File: config.mk
export PLATFORM = sky130hd
export DESIGN_NAME = robo_actuator_sequencer
export DESIGN_NICKNAME = d
export VERILOG_FILES = /design/src/rtl/robo_pkg.sv /design/src/rtl/robo_sync.sv /design/src/rtl/robo_actuator_sequencer.sv
export SDC_FILE = /design/constraint.sdc
export NUM_CORES = 1
export LEC_CHECK = 0
export BUFFER_PORTS_ARGS = -buffer_cell sky130_fd_sc_hd__buf_2
export CAP_MARGIN = 0
export CORE_MARGIN = 10
export CORE_UTILIZATION = 50
export CTS_BUF_LIST = sky130_fd_sc_hd__clkbuf_4 sky130_fd_sc_hd__clkbuf_8
export DETAILED_ROUTE_END_ITERATION = 10
export PLACE_DENSITY_LB_ADDON = 0.15
export SYNTH_ARGS = -nofsm -noshare
export SYNTH_HDL_FRONTEND = slang
export SYNTH_SLANG_ARGS = --single-unit
File: constraint.sdc
create_clock -name clock -period 2.8 [get_ports clock]
set_input_delay 0.56 -clock clock [delete_from_list [all_inputs] [get_ports clock]]
set_output_delay 0.56 -clock clock [all_outputs]
set_load 0.1 [all_outputs]
File: src/rtl/robo_pkg.sv
// Shared types and constants for the collector robot actuator sequencer.
// Command bits are ordered {forward, turn, remove}, the same order as the actuator enables.
package robo_pkg;

  typedef enum logic [2:0] {
    IDLE   = 3'd0,
    EXEC   = 3'd1,
    SETTLE = 3'd2,
    REPORT = 3'd3,
    FAULT  = 3'd4
  } robo_state_t;

  localparam int SNS_HEAD    = 3;
  localparam int SNS_LEFT    = 2;
  localparam int SNS_UNDER   = 1;
  localparam int SNS_BARRIER = 0;

  localparam logic [2:0] CMD_NONE   = 3'b000;
  localparam logic [2:0] CMD_FWD    = 3'b100;
  localparam logic [2:0] CMD_TURN   = 3'b010;
  localparam logic [2:0] CMD_REMOVE = 3'b001;

  function automatic int max4(input int a, input int b, input int c, input int d);
    int m;
    m = a;
    if (b > m) m = b;
    if (c > m) m = c;
    if (d > m) m = d;
    return m;
  endfunction

endpackage

File: src/rtl/robo_sync.sv
// Two-flop synchronizer for asynchronous robot inputs, cleared by the async reset.
module robo_sync #(
  parameter int W = 4
) (
  input  logic         clock,
  input  logic         reset,
  input  logic [W-1:0] d,
  output logic [W-1:0] q
);

  logic [W-1:0] meta;

  always_ff @(posedge clock or negedge reset) begin
    if (!reset) begin
      meta <= '0;
      q    <= '0;
    end else begin
      meta <= d;
      q    <= meta;
    end
  end

endmodule

File: src/rtl/robo_actuator_sequencer.sv
// Runs one motion command at a time: actuate, settle, then report a synchronized sensor snapshot.
//
//   state  | meaning
//   IDLE   | ready for a command, actuators off
//   EXEC   | latched actuator enabled, timer counting down
//   SETTLE | actuators off, waiting for mechanics to settle
//   REPORT | snap_valid strobe for one cycle
//   FAULT  | illegal command seen, locked until reset
module robo_actuator_sequencer
  import robo_pkg::*;
#(
  parameter int FWD_CYCLES    = 16,
  parameter int TURN_CYCLES   = 24,
  parameter int REMOVE_CYCLES = 8,
  parameter int SETTLE_CYCLES = 4,
  parameter int CNT_W         = 8
) (
  input  logic             clock,
  input  logic             reset,
  input  logic             cmd_valid,
  input  logic             cmd_forward,
  input  logic             cmd_turn,
  input  logic             cmd_remove,
  output logic             cmd_ready,
  input  logic             head,
  input  logic             left,
  input  logic             under,
  input  logic             barrier,
  output logic             motor_fwd,
  output logic             motor_turn,
  output logic             arm_remove,
  output logic             snap_valid,
  output logic [3:0]       snap,
  output logic [CNT_W-1:0] removed_count,
  output logic             fault
);

  localparam int MAXC = max4(FWD_CYCLES, TURN_CYCLES, REMOVE_CYCLES, SETTLE_CYCLES);
  localparam int TW   = $clog2(MAXC + 1);

  localparam logic [TW-1:0] FWD_LD    = TW'(FWD_CYCLES - 1);
  localparam logic [TW-1:0] TURN_LD   = TW'(TURN_CYCLES - 1);
  localparam logic [TW-1:0] REMOVE_LD = TW'(REMOVE_CYCLES - 1);
  localparam logic [TW-1:0] SETTLE_LD = TW'(SETTLE_CYCLES - 1);
  localparam logic [TW-1:0] ONE       = TW'(1);

  robo_state_t state, state_nxt;
  logic [TW-1:0] timer, timer_nxt;
  logic [2:0]    cmd_q, cmd_nxt;
  logic [2:0]    cmd_in;
  logic [3:0]    sens_s;
  logic          head_s;
  logic          timer_zero;
  logic          capture;
  logic          count_inc;

  robo_sync #(.W(4)) u_sync (
    .clock (clock),
    .reset (reset),
    .d     ({head, left, under, barrier}),
    .q     (sens_s)
  );

  assign head_s     = sens_s[SNS_HEAD];
  assign cmd_in     = {cmd_forward, cmd_turn, cmd_remove};
  assign timer_zero = (timer == '0);

  always_ff @(posedge clock or negedge reset) begin
    if (!reset) begin
      state         <= IDLE;
      timer         <= '0;
      cmd_q         <= CMD_NONE;
      snap          <= '0;
      removed_count <= '0;
    end else begin
      state <= state_nxt;
      timer <= timer_nxt;
      cmd_q <= cmd_nxt;
      if (capture) snap <= sens_s;
      if (count_inc && (removed_count != '1)) removed_count <= removed_count + CNT_W'(1);
    end
  end

  always_comb begin
    state_nxt = state;
    timer_nxt = timer;
    cmd_nxt   = cmd_q;
    capture   = 1'b0;
    count_inc = 1'b0;
    case (state)
      IDLE: begin
        if (cmd_valid) begin
          cmd_nxt = cmd_in;
          case (cmd_in)
            CMD_NONE:   begin timer_nxt = SETTLE_LD; state_nxt = SETTLE; end
            CMD_FWD:    begin timer_nxt = FWD_LD;    state_nxt = EXEC;   end
            CMD_TURN:   begin timer_nxt = TURN_LD;   state_nxt = EXEC;   end
            CMD_REMOVE: begin timer_nxt = REMOVE_LD; state_nxt = EXEC;   end
            default:    state_nxt = FAULT;
          endcase
        end
      end
      EXEC: begin
        timer_nxt = timer - ONE;
        // an obstacle ends a forward move on the cycle it is seen
        if (timer_zero || ((cmd_q == CMD_FWD) && head_s)) begin
          timer_nxt = SETTLE_LD;
          state_nxt = SETTLE;
          count_inc = (cmd_q == CMD_REMOVE);
        end
      end
      SETTLE: begin
        timer_nxt = timer - ONE;
        if (timer_zero) begin
          capture   = 1'b1;
          state_nxt = REPORT;
        end
      end
      REPORT:  state_nxt = IDLE;
      FAULT:   state_nxt = FAULT;
      default: state_nxt = IDLE;
    endcase
  end

  assign cmd_ready  = (state == IDLE);
  assign motor_fwd  = (state == EXEC) && (cmd_q == CMD_FWD);
  assign motor_turn = (state == EXEC) && (cmd_q == CMD_TURN);
  assign arm_remove = (state == EXEC) && (cmd_q == CMD_REMOVE);
  assign snap_valid = (state == REPORT);
  assign fault      = (state == FAULT);

endmodule

==> Word level (Yosys, flattened, before mapping) <==
Index checks and enable logic that the tools add are counted.
{ "totals": {"regBits": 31, "out_inout_bits": 18, "in_bits": 10, "word_cells": 51} }
{ "op_classes": {"n_eq_ne": 15, "addsub": 2, "n_mux": 13, "n_reduce_logical": 14} }
{ "ops": {"columns": ["operator", "n"], "rows": [
  ["$pmux W5 S4", 1],
  ["$pmux W5 S3", 1],
  ["$eq A3 B2 Y1 const B", 4],
  ["$pmux W3 S4", 1],
  ["$mux W5", 2],
  ["$eq A3 B1 Y1 const B", 3],
  ["$eq A3 B3 Y1 const B", 3],
  ["$mux W3", 3],
  ["$add A8 B1 Y8 const B", 1],
  ["$ne A8 B8 Y1 const B", 1],
  ["$logic_not A3 Y1", 2],
  ["$ne A2 B2 Y1 const B", 3],
  ["$pmux W3 S2", 1],
  ["$reduce_and A3 Y1", 2],
  ["$logic_and A1 B1 Y1", 5],
  ["$logic_not A5 Y1", 1],
  ["$ne A5 B1 Y1 const B", 1],
  ["$sub A5 B1 Y5 const B", 1],
  ["$mux W1", 4],
  ["$reduce_bool A3 Y1", 1],
  ["$reduce_or A3 Y1", 1],
  ["$reduce_and A2 Y1", 1],
  ["$logic_or A1 B1 Y1", 1]
]} }

==> Depth between registers and ports, before layout <==
Gate-level depths: netlist of the first run.
{ "depth": {"ltp_word": 6, "ltp_mapped": 7} }

==> Cells and area by module <==
A second synthesis of the first run with hierarchy kept.
{ "unflattened": {"cells_unflattened": 130, "hier_area_um2": 1475.2} }
{ "by_module_without_submodules": {"columns": ["mod", "seq_area_each_um2", "instances", "area_per_inst_um2", "cells_each"], "rows": [
  ["robo_actuator_sequencer", 575.6, 1, 1275.0, 122],
  ["robo_sync", 200.2, 1, 200.2, 8]
]} }

==> Least setup slack after synthesis of the first run <==
OpenSTA, ideal clock, no wires.
{ "synth_timing": {"path_kind": "flip-flop to output port", "start": "reg state[2]", "end": "out motor_fwd", "t_arrival_ns": 4.012, "path_buffers": 1, "stages_incl_launch_ff": 4, "slack_ns": -1.772, "cell_sequence": "dfrtp_1 buf_6 or3b_4 nor4b_1"} }
{ "synth_via": {"elab_chain_len": 2} }
{ "synth_lines": {"columns": ["item", "line_no", "source"], "rows": [
  ["from (decl)", "robo_actuator_sequencer.sv:47", "robo_state_t state, state_nxt;"],
  ["from (signal assigned)", "robo_actuator_sequencer.sv:76", "state <= state_nxt;"],
  ["$eq A3 B1 Y1", "robo_actuator_sequencer.sv:126", "assign motor_fwd = (state == EXEC) && (cmd_q == CMD_FWD);"],
  ["$logic_and A1 B1 Y1", "robo_actuator_sequencer.sv:126", null],
  ["to (decl)", "robo_actuator_sequencer.sv:29", "output logic motor_fwd,"]
]} }
Every way passes these cells.

==> Final worst setup path of the first run <==
{ "layout_timing": {"start": "reg state[1]", "end": "out motor_turn"} }
{ "layout_via": {"elab_chain_len": 2} }
{ "layout_lines": {"columns": ["item", "line_no", "source"], "rows": [
  ["$eq A3 B1 Y1", "robo_actuator_sequencer.sv:127", "assign motor_turn = (state == EXEC) && (cmd_q == CMD_TURN);"],
  ["$logic_and A1 B1 Y1", "robo_actuator_sequencer.sv:127", null],
  ["to (decl)", "robo_actuator_sequencer.sv:30", "output logic motor_turn,"]
]} }
Every way passes these cells.

==> reports/metrics.yaml, run 1 <==
die:
  die_h_um: 75.0
  die-area_sq_um: 5630
  pin_count: 28
  core_region_area_sq_um: 2830
  start_util_pct: 53.5
  rows: 19
  die_w_um: 75.0
routing:
  drc: 0
  ant_nets: 0
  drt_wl_total_um: 2950
  dr.first_iter.drc_count: 48
  drtPass1Iterations: 4
  wire_per_inst_um: 15.0
  via_per_inst: 5.67
  vias: 1117
status:
  outcome: "complete, no violations"
placed_design:
  port_buffers: 27
  hpwlAfterDp_um: 2290
  place_congestion: 0.840
  post_dp_cell_area_sq_um: 1690
timing:
  finClkSkew_ps: 5.40
  period_needed_ps: 2650
  finalSetupViolations: 0
  setup_tns_ps: 0
  tightest_slew_ps: 670
  rsz0062_at_grt: "false"
  hold_viol: 0
  final_max_slew_viol_count: 0
  slew_headroom_pct: 55.3
  fmax_mhz: 378
  fin_crit_sh_pct: 94.6
clock_network:
  cts_buffers: 5
  htreeDepth: 2
  cts_resized: 0
  tritoncts: "built"
  cts_hold_buf: 0
  cts-root-buf: "clkbuf_4"
  cts.sinks: 31
  clk_pin_slew_ps: 100
  cts.path.max_buffers: 2
  clk_latency_ps: 330
  cts_post_setup_buffers_inserted: 0
finish:
  drive_above_1_share_pct: 33.7
  area_growth_pct: 17.5
  nets: 177
  final_cell_area_sq_um: 1780
  num_antenna_cells: 0
setup_path:
  end_kind: "output pin"
  cp.required_ps: 2240
  crit_start: "state[1]$_DFFE_PN0P_"
  worstPathArrival_ps: 2090
  crit_type: "flip-flop to output pin"
  start_kind: "flip-flop"
  r2r_slack_ps: 560
  reg2reg_from: "timer[0]$_DFFE_PN0P_"
  worstPathMaxFanout: 14
pwr:
  vdd.ir_drop.worst_uv: 480
  leakage_nw: 0.870
  power_per_cell_area_nw_per_um2: 753
yosys:
  synth_edf_count: 0
  post-synth-top-count-cell: "dfrtp_1"
  synth_top_area_share_pct: 51.2
  synthDistinctLibCells: 43
  synth_top_flop_cell: "dfrtp_1"
  syn-num-nets: 146
  synth-seq-cells: 31
  synthArstFlopShare_pct: 100
  synth_cells: 134
  yosys_warnings: 0
  ys_seq_area_share_pct: 51.2
  synth_top_cell_by_area: "dfrtp_1"
  synthTopCellsByArea: "dfrtp_1 (51%), mux2_2 (5.2%), xor2_1 (4.6%)"
  synth_area_sq_um: 1510
  syn_area_per_cell_sq_um: 11.3
  synthTopCellsByCount: "dfrtp_1 (31), nor2_1 (10), nand2_1 (8), xor2_1 (8)"
worst_hold_path:
  hold_path.class: "input pin to asynchronous set/reset pin"
grt:
  antenna_found_initial: 0
  grt_pass1_vias: 1081
  grt_max_degree: 32
  grt_use_total_pct: 11.6
  overflow: 0
  grt_pass1_wl_um: 5060
flow_run:
  drv_cap: 0
[cell usage in the layout, fill, tap and decap left out, types with 2 or more instances in the layout]
| cell type | count |
|---|---|
| nor3_1 | 3 |
| nor4b_2 | 2 |
| dfrtp_1 | 31 |
| buf_2 | 27 |
| clkbuf_4 | 5 |
| mux2_2 | 7 |
| o21ai_0 | 4 |
| ha_1 | 2 |
| inv_1 | 7 |
| nor3_2 | 4 |
| and2_1 | 2 |
| xor2_1 | 8 |
| nor2_1 | 10 |
| a22o_1 | 2 |
| nand3_1 | 4 |
| nand2b_1 | 7 |
| o22ai_1 | 3 |
| nand2_1 | 8 |
[registers in the layout (all words and copies together), names as in the netlist]
register	count
cmd_q	3
u_sync.q	4
removed_count	8
u_sync.meta	4
snap	4
timer	5
state	3
[metrics by stage]
stage	hold WS (ps)	cells	setup slack [ps]	total power, mW	util [%]
2_1_floorplan	264	134	-391	0.909	-
3_3_place_gp	332	189	552	0.976	59.8
3_5_place_dp	335	189	526	0.987	59.8
4_1_cts	265	197	143	1.36	62.9
5_1_grt	280	197	67.9	1.42	62.9
6_report	247	197	152	1.34	62.9
[final timing paths]
check | to | cells after the start
worst min register to register | u_sync.q[2]$_DFF_PN0_ | 0
max in group asynchronous | u_sync.q[2]$_DFF_PN0_ | 1
worst max-delay path | motor_turn | 3
worst max register to register | removed_count[1]$_DFFE_PN0P_ | 6
min in group clock | u_sync.meta[3]$_DFF_PN0_ | 1
worst min-delay path | removed_count[2]$_DFFE_PN0P_ | 1
[cell type report]
type | count | area, sq um
fill | 233 | 1050
tap | 31 | 38.8
inverter | 7 | 26.3
clock buffer | 6 | 51.3
timing repair buffer | 28 | 143
sequential | 31 | 776
multi-input combinational | 92 | 709
clock inverter | 2 | 35.0
[power by group]
part           switching [mW]  internal [mW]
logic                   0.237          0.125
registers              0.0880          0.522
clock network           0.156          0.211
[critical path: stages (launching register included)]
cell	delay, ps
dfrtp_1	530
or3b_4	500
nor4b_2	250
buf_2	470
[metal layers]
layer / vias up / share of wire, % / track usage [%] / wire length, um
met5: - / 0 / 0 / 0
met4: 0 / 1.4 / 4.83 / 40
met3: 6 / 7.6 / 4.73 / 223
met2: 30 / 51 / 19.5 / 1520
met1: 541 / 40 / 12.6 / 1170
li1: 540 / - / - / -
[cells by family (layout without fill, tap and decap cells)]
| family | Yosys count | after routing | synth area share [%] |
|---|---|---|---|
| simple gates | 52 | 52 | 21.7 |
| xor+xnor | 8 | 8 | 4.63 |
| buf+inv | 11 | 43 | 3.72 |
| fa+ha+maj | 3 | 3 | 2.31 |
| flops | 31 | 31 | 51.2 |
| compound gates | 20 | 20 | 9.84 |
| mux | 9 | 9 | 6.61 |
Note: power is estimated with default switching activity, not from simulation.
==> run 2: changes to the inputs <==
--- a/config.mk
+++ b/config.mk
@@ -8,7 +8,7 @@
 export BUFFER_PORTS_ARGS = -buffer_cell sky130_fd_sc_hd__buf_2
 export CAP_MARGIN = 0
 export CORE_MARGIN = 10
-export CORE_UTILIZATION = 50
+export CORE_UTILIZATION = 55
 export CTS_BUF_LIST = sky130_fd_sc_hd__clkbuf_4 sky130_fd_sc_hd__clkbuf_8
 export DETAILED_ROUTE_END_ITERATION = 10
 export PLACE_DENSITY_LB_ADDON = 0.15
==> constraint.sdc (replaced) <==
create_clock -name clock -period 2.7 [get_ports clock]
set_input_delay 0.54 -clock clock [delete_from_list [all_inputs] [get_ports clock]]
set_output_delay 0.54 -clock clock [all_outputs]
set_load 0.1 [all_outputs]
==> run 2 against run 1 <==
Effect of this change:
- setup slack worse by 49 ps
- largest power group unchanged
- register-to-register slack worse by 140 ps
- cell count down 0.51%
- first-iteration DRC count rose to 2.9 times the previous value
- sequential power up 4.3%
- cell area down 0.70%
- largest cell class unchanged
- critical endpoint unchanged
- combinational power up 4%
- hold slack worse by 20 ps
- via count up 0.98%
==> reports/metrics.yaml, run 2 (synthesis results as in run 1) <==
finish:
  top_regs: "removed_count (8), timer (5)"
  area_growth_pct: 16.7
  nets: 177  # unchanged
  num_antenna_cells: 0  # unchanged
  top_register: "removed_count"
  drive_above_1_share_pct: 33.7  # unchanged
  post-route-util_pct: 69.4  # +6.5 points
  final_cell_mix: "dfrtp_1 (31), buf_2 (26), nor2_1 (10)"
  largest_reg_flops: 8  # unchanged
  layout_commonest_cell: "dfrtp_1"
grt:
  grt_pass1_wl_um: 5380  # +6.3%
  grt_pass1_vias: 1201  # +11%
  overflow: 0  # unchanged
  antenna_found_initial: 0  # unchanged
  grt_max_degree: 32  # unchanged
  grt_use_total_pct: 12.7  # +1.2 points
timing:
  finalSetupViolations: 0  # unchanged
  finClkSkew_ps: 13.6  # +8.18 ps
  final_max_slew_viol_count: 0  # unchanged
  period_needed_ps: 2600
  fin_crit_sh_pct: 96.2
  hold_viol: 0  # unchanged
  tightest_slew_ps: 725  # +55.2 ps
  setup_tns_ps: 0  # unchanged
  slew_headroom_pct: 51.0  # -4.4 points
  fmax_mhz: 385
  rsz0062_at_grt: "false"
clock_network:
  cts_buffers: 5  # unchanged
  cts.path.max_buffers: 2  # unchanged
  cts-root-buf: "clkbuf_4"
  cts_hold_buf: 0  # unchanged
  htreeDepth: 2  # unchanged
  tritoncts: "built"
  clk_latency_ps: 340  # about the same
  cts.sinks: 31  # unchanged
  cts_post_setup_buffers_inserted: 0  # unchanged
  clk_pin_slew_ps: 110  # about the same
pwr:
  leakage_nw: 0.859  # -1.3%
  power_per_cell_area_nw_per_um2: 754  # +0.18%
  vdd.ir_drop.worst_uv: 593  # +24%
setup_path:
  cp.required_ps: 2160  # -80 ps
  start_kind: "flip-flop"
  worstPathArrival_ps: 2060  # -30 ps
  worstPathMaxFanout: 14  # unchanged
  end_kind: "output pin"
  crit_type: "flip-flop to output pin"
status:
  outcome: "complete, no violations"
routing:
  drc: 0  # unchanged
  wire_per_inst_um: 16.2  # +8.2%
  dr.first_iter.drc_count: 137  # +190%
  drt_wl_total_um: 3180  # +7.7%
  via_per_inst: 5.76  # +1.5%
  ant_nets: 0  # unchanged
  drtPass1Iterations: 4  # unchanged
  vias: 1128  # +0.98%
flow_run:
  drv_cap: 0  # unchanged
placed_design:
  port_buffers: 27  # unchanged
  hpwlAfterDp_um: 2320  # +1.6%
  place_congestion: 0.875  # +4.1%
die:
  pin_count: 28  # unchanged
  start_util_pct: 59.5  # +6.0 points
  die_h_um: 72.5  # -3.4%
  core_region_area_sq_um: 2540  # -10%
  die_w_um: 72.5  # -3.4%
  rows: 18  # -1
  die-area_sq_um: 5250  # -6.7%
worst_hold_path:
  hold_path.class: "input pin to asynchronous set/reset pin"
run 2: cell types whose count changed in the layout (fill, tap and decap cells not counted):
cell | previous run | this run
clkbuf_4 | 5 | 6
buf_2 | 27 | 26
clkinvlp_4 | 0 | 1
clkinv_2 | 1 | 0
bufinv_16 | 1 | 0
clkbuf_8 | 1 | 2
run 2: final timing paths:
check,start,to,slack [ps],cells after the start
hold / removal,reset,state[1]$_DFFE_PN0P_,230,1
hold reg to reg,u_sync.meta[3]$_DFF_PN0_,u_sync.q[3]$_DFF_PN0_,350,0
min in group clock,under,u_sync.meta[1]$_DFF_PN0_,310,1
max in group asynchronous,reset,snap[1]$_DFFE_PN0P_,2030,1
setup reg to reg,state[1]$_DFFE_PN0P_,removed_count[1]$_DFFE_PN0P_,420,4
setup / recovery,state[1]$_DFFE_PN0P_,motor_turn,100,3
run 2: cell type report:
type                    count  area (sq um)
inverters                   7          26.3
multi-input cells          92           709
flip-flops and latches     31           776
fillers                   193           778
clock inverters             1          7.51
clock buffers               7          65.1
well taps                  30          37.5
repair buffers             28           145
run 2: per-layer routing:
| layer | up-vias | GRT usage (%) | share of wire [%] |
|---|---|---|---|
| met1 | 542 | 13.8 | 40 |
| met4 | 0 | 4.43 | 1.2 |
| met2 | 39 | 20.9 | 50 |
| li1 | 541 | - | - |
| met5 | - | 0 | 0 |
| met3 | 6 | 6.67 | 8.7 |
run 2: repair_timing:
item                                    4_1_cts  5_1_grt
endpoints found under the setup margin        0        1
gates resized for setup                       0        1
hold endpoints to repair                      0        0
run 2: power by group:
part	total (mW)	switching, mW	leakage (nW)	internal (mW)
logic	0.378	0.248	0.429	0.130
clock network	0.318	0.166	0.0375	0.152
registers	0.636	0.0950	0.392	0.541
total	1.33	0.509	0.859	0.824
run 2: stage by stage:
step                hold slack [ps]  power [mW]  setup slack (ps)  cells  area (sq um)
CTS                             240        1.34              30.0    196          1760
detailed placement              336        1.02               424    188          1690
floorplan                       244       0.943              -471    134          1540
global route                    260        1.41              1.43    196          1770
global placement                334        1.01               473    188          1690
finish                          227        1.33               104    196          1770
run 2: critical path, stage by stage, from the launching register on:
cell and delay (ps):
dfrtp_1 540, or3b_4 510, nor4b_2 210, buf_2 460
==> run 3: changes to the inputs <==
==> constraint.sdc (replaced) <==
create_clock -name clock -period 2.39 [get_ports clock]
set_input_delay 0.478 -clock clock [delete_from_list [all_inputs] [get_ports clock]]
set_output_delay 0.478 -clock clock [all_outputs]
set_load 0.1 [all_outputs]
==> run 3 against run 2 <==
Effect of this change:
- total power is 21% higher
- wire length is 2.9% higher
- cell area is 5.0% higher
- die area stayed put
- core utilization is 3.4 points higher
- clock-buffer cell count is 1 lower
- register-to-register slack worse by 270 ps
- critical path type unchanged
- largest cell class unchanged
==> reports/metrics.yaml, run 3 (synthesis results as in run 1) <==
timing:
  period_needed_ps: 2280
  tightest_slew_ps: 686  # -39.6 ps
  setup_tns_ps: 0  # unchanged
  hold_viol: 0  # unchanged
  fmax_mhz: 438
  fin_crit_sh_pct: 95.5
  final.setup.worst_slack_ps: 108  # +3.88 ps
  finClkSkew_ps: 12.1  # -1.46 ps
  slew_headroom_pct: 54.1  # +3.2 points
  final_max_slew_viol_count: 0  # unchanged
  rsz0062_at_grt: "false"
  finalSetupViolations: 0  # unchanged
  timing.hold.ws_ps: 165  # -61.7 ps
finish:
  area_growth_pct: 22.5
  num_antenna_cells: 0  # unchanged
  top_regs: "removed_count (8), timer (5)"
  top_register: "removed_count"
  stdcell_count: 199  # +1.5%
  largest_reg_flops: 8  # unchanged
  drive_above_1_share_pct: 36.1  # +2.4 points
  layout_commonest_cell: "dfrtp_1"
  nets: 180  # +1.7%
  final_cell_mix: "dfrtp_1 (30), buf_2 (24), nor2_1 (9)"
  final_cell_area_sq_um: 1850  # +5.0%
routing:
  vias: 1138  # +0.89%
  dr.first_iter.drc_count: 93  # -32%
  wire_per_inst_um: 16.4  # +1.3%
  ant_nets: 0  # unchanged
  drc: 0  # unchanged
  drt_wl_total_um: 3270  # +2.9%
  drtPass1Iterations: 4  # unchanged
  via_per_inst: 5.72  # -0.63%
placed_design:
  place_congestion: 0.802  # -8.3%
  hpwlAfterDp_um: 2460  # +5.7%
  port_buffers: 27  # unchanged
  post-place-cells: 191  # +1.6%
  post_dp_cell_area_sq_um: 1750  # +3.3%
  place_ws_ps: 152  # -272 ps
setup_path:
  start_kind: "flip-flop"
  worstPathMaxFanout: 9  # -5
  cp.required_ps: 1910  # -250 ps
  r2r_slack_ps: 150  # -270 ps
  reg2reg_from: "timer[0]$_DFFE_PN0P_"
  regToRegEndpoint: "removed_count[1]$_DFFE_PN0P_"
  end_kind: "output pin"
  reg2regPathDepth: 6  # +2
  crit_type: "flip-flop to output pin"
  worstPathArrival_ps: 1800  # -260 ps
grt:
  antenna_found_initial: 0  # unchanged
  grt_use_total_pct: 13.4  # +0.66 points
  grt_max_degree: 32  # unchanged
  grt_pass1_vias: 1175  # -2.2%
  grt_pass1_wl_um: 5670  # +5.5%
  overflow: 0  # unchanged
flow_run:
  drv_cap: 0  # unchanged
clock_network:
  cts.path.max_buffers: 2  # unchanged
  clk_pin_slew_ps: 100  # about the same
  tritoncts: "built"
  htreeDepth: 2  # unchanged
  cts_buffers: 5  # unchanged
  cts.sinks: 31  # unchanged
  cts_hold_buf: 0  # unchanged
  cts-root-buf: "clkbuf_4"
  clk_latency_ps: 330  # about the same
die:
  pin_count: 28  # unchanged
  die-area_sq_um: 5250  # unchanged
  core_region_area_sq_um: 2540  # unchanged
  rows: 18  # unchanged
  die_h_um: 72.5  # unchanged
  start_util_pct: 59.5  # unchanged
  die_w_um: 72.5  # unchanged
status:
  outcome: "complete, no violations"
pwr:
  leakage_nw: 0.903  # +5.1%
  power_per_cell_area_nw_per_um2: 867  # +15%
  vdd.ir_drop.worst_uv: 674  # +14%
worst_hold_path:
  hold_path.class: "input pin to asynchronous set/reset pin"
[run 3: cell count changes in the layout (fill, tap and decap cells not counted), sizes merged]
cell	change
clkinv	+1
clkinvlp	-1
buf	+4
clkbuf	-2
bufinv	+1
[run 3: critical path, cell delays in order, from the launching register on]
cell and delay [ps]:
dfrtp_2 480, or3b_4 460, nor4b_4 320, buf_12 210
[run 3: power by group]
| group | switching, mW | internal [mW] |
|---|---|---|
| registers | 0.119 | 0.613 |
| logic | 0.287 | 0.161 |
| clock network | 0.182 | 0.247 |
| total | 0.588 | 1.02 |
[run 3: through the flow]
stage               utilization, %  power, mW
floorplan                        -       1.07
global placement              68.6       1.14
detailed placement            68.6       1.17
CTS                           72.1       1.60
global route                  72.9       1.70
finish                        72.9       1.61
[run 3: how the worst max path moves through the flow]
stage	from	endpoint	slack [ps]	cells past startpoint
after floorplan	state[2]$_DFFE_PN0P_	motor_fwd	-720	3
after global placement	timer[0]$_DFFE_PN0P_	removed_count[1]$_DFFE_PN0P_	230	6
after global routing	timer[0]$_DFFE_PN0P_	removed_count[1]$_DFFE_PN0P_	30	6
after CTS	state[2]$_DFFE_PN0P_	motor_fwd	10	3
final	state[2]$_DFFE_PN0P_	motor_fwd	110	3
after detailed placement	timer[0]$_DFFE_PN0P_	removed_count[1]$_DFFE_PN0P_	150	6
[run 3: per-layer routing]
layer / routed length, um / vias to the layer above / GRT usage, % / part of all wire [%]
li1: - / 547 / - / -
met1: 1450 / 553 / 16.1 / 44
met2: 1500 / 32 / 20.2 / 46
met3: 264 / 6 / 6.80 / 8.1
met4: 53 / 0 / 4.64 / 1.6
met5: 0 / - / 0 / 0
[run 3: what timing repair did]
item	CTS	global route
hold endpoints to repair	0	0
setup buffers	0	0
setup endpoints to repair	1	2
resized for setup	1	3
[run 3: final cells by class]
type                            instances  area (sq um)
Sequential cell                        31           777
Inverter                                7          26.3
Clock buffer                            6          51.3
Timing Repair Buffer                   31           198
Clock inverter                          2          35.0
Multi-Input combinational cell         92           729
Tap cell                               30          37.5
Fill cell                             184           691
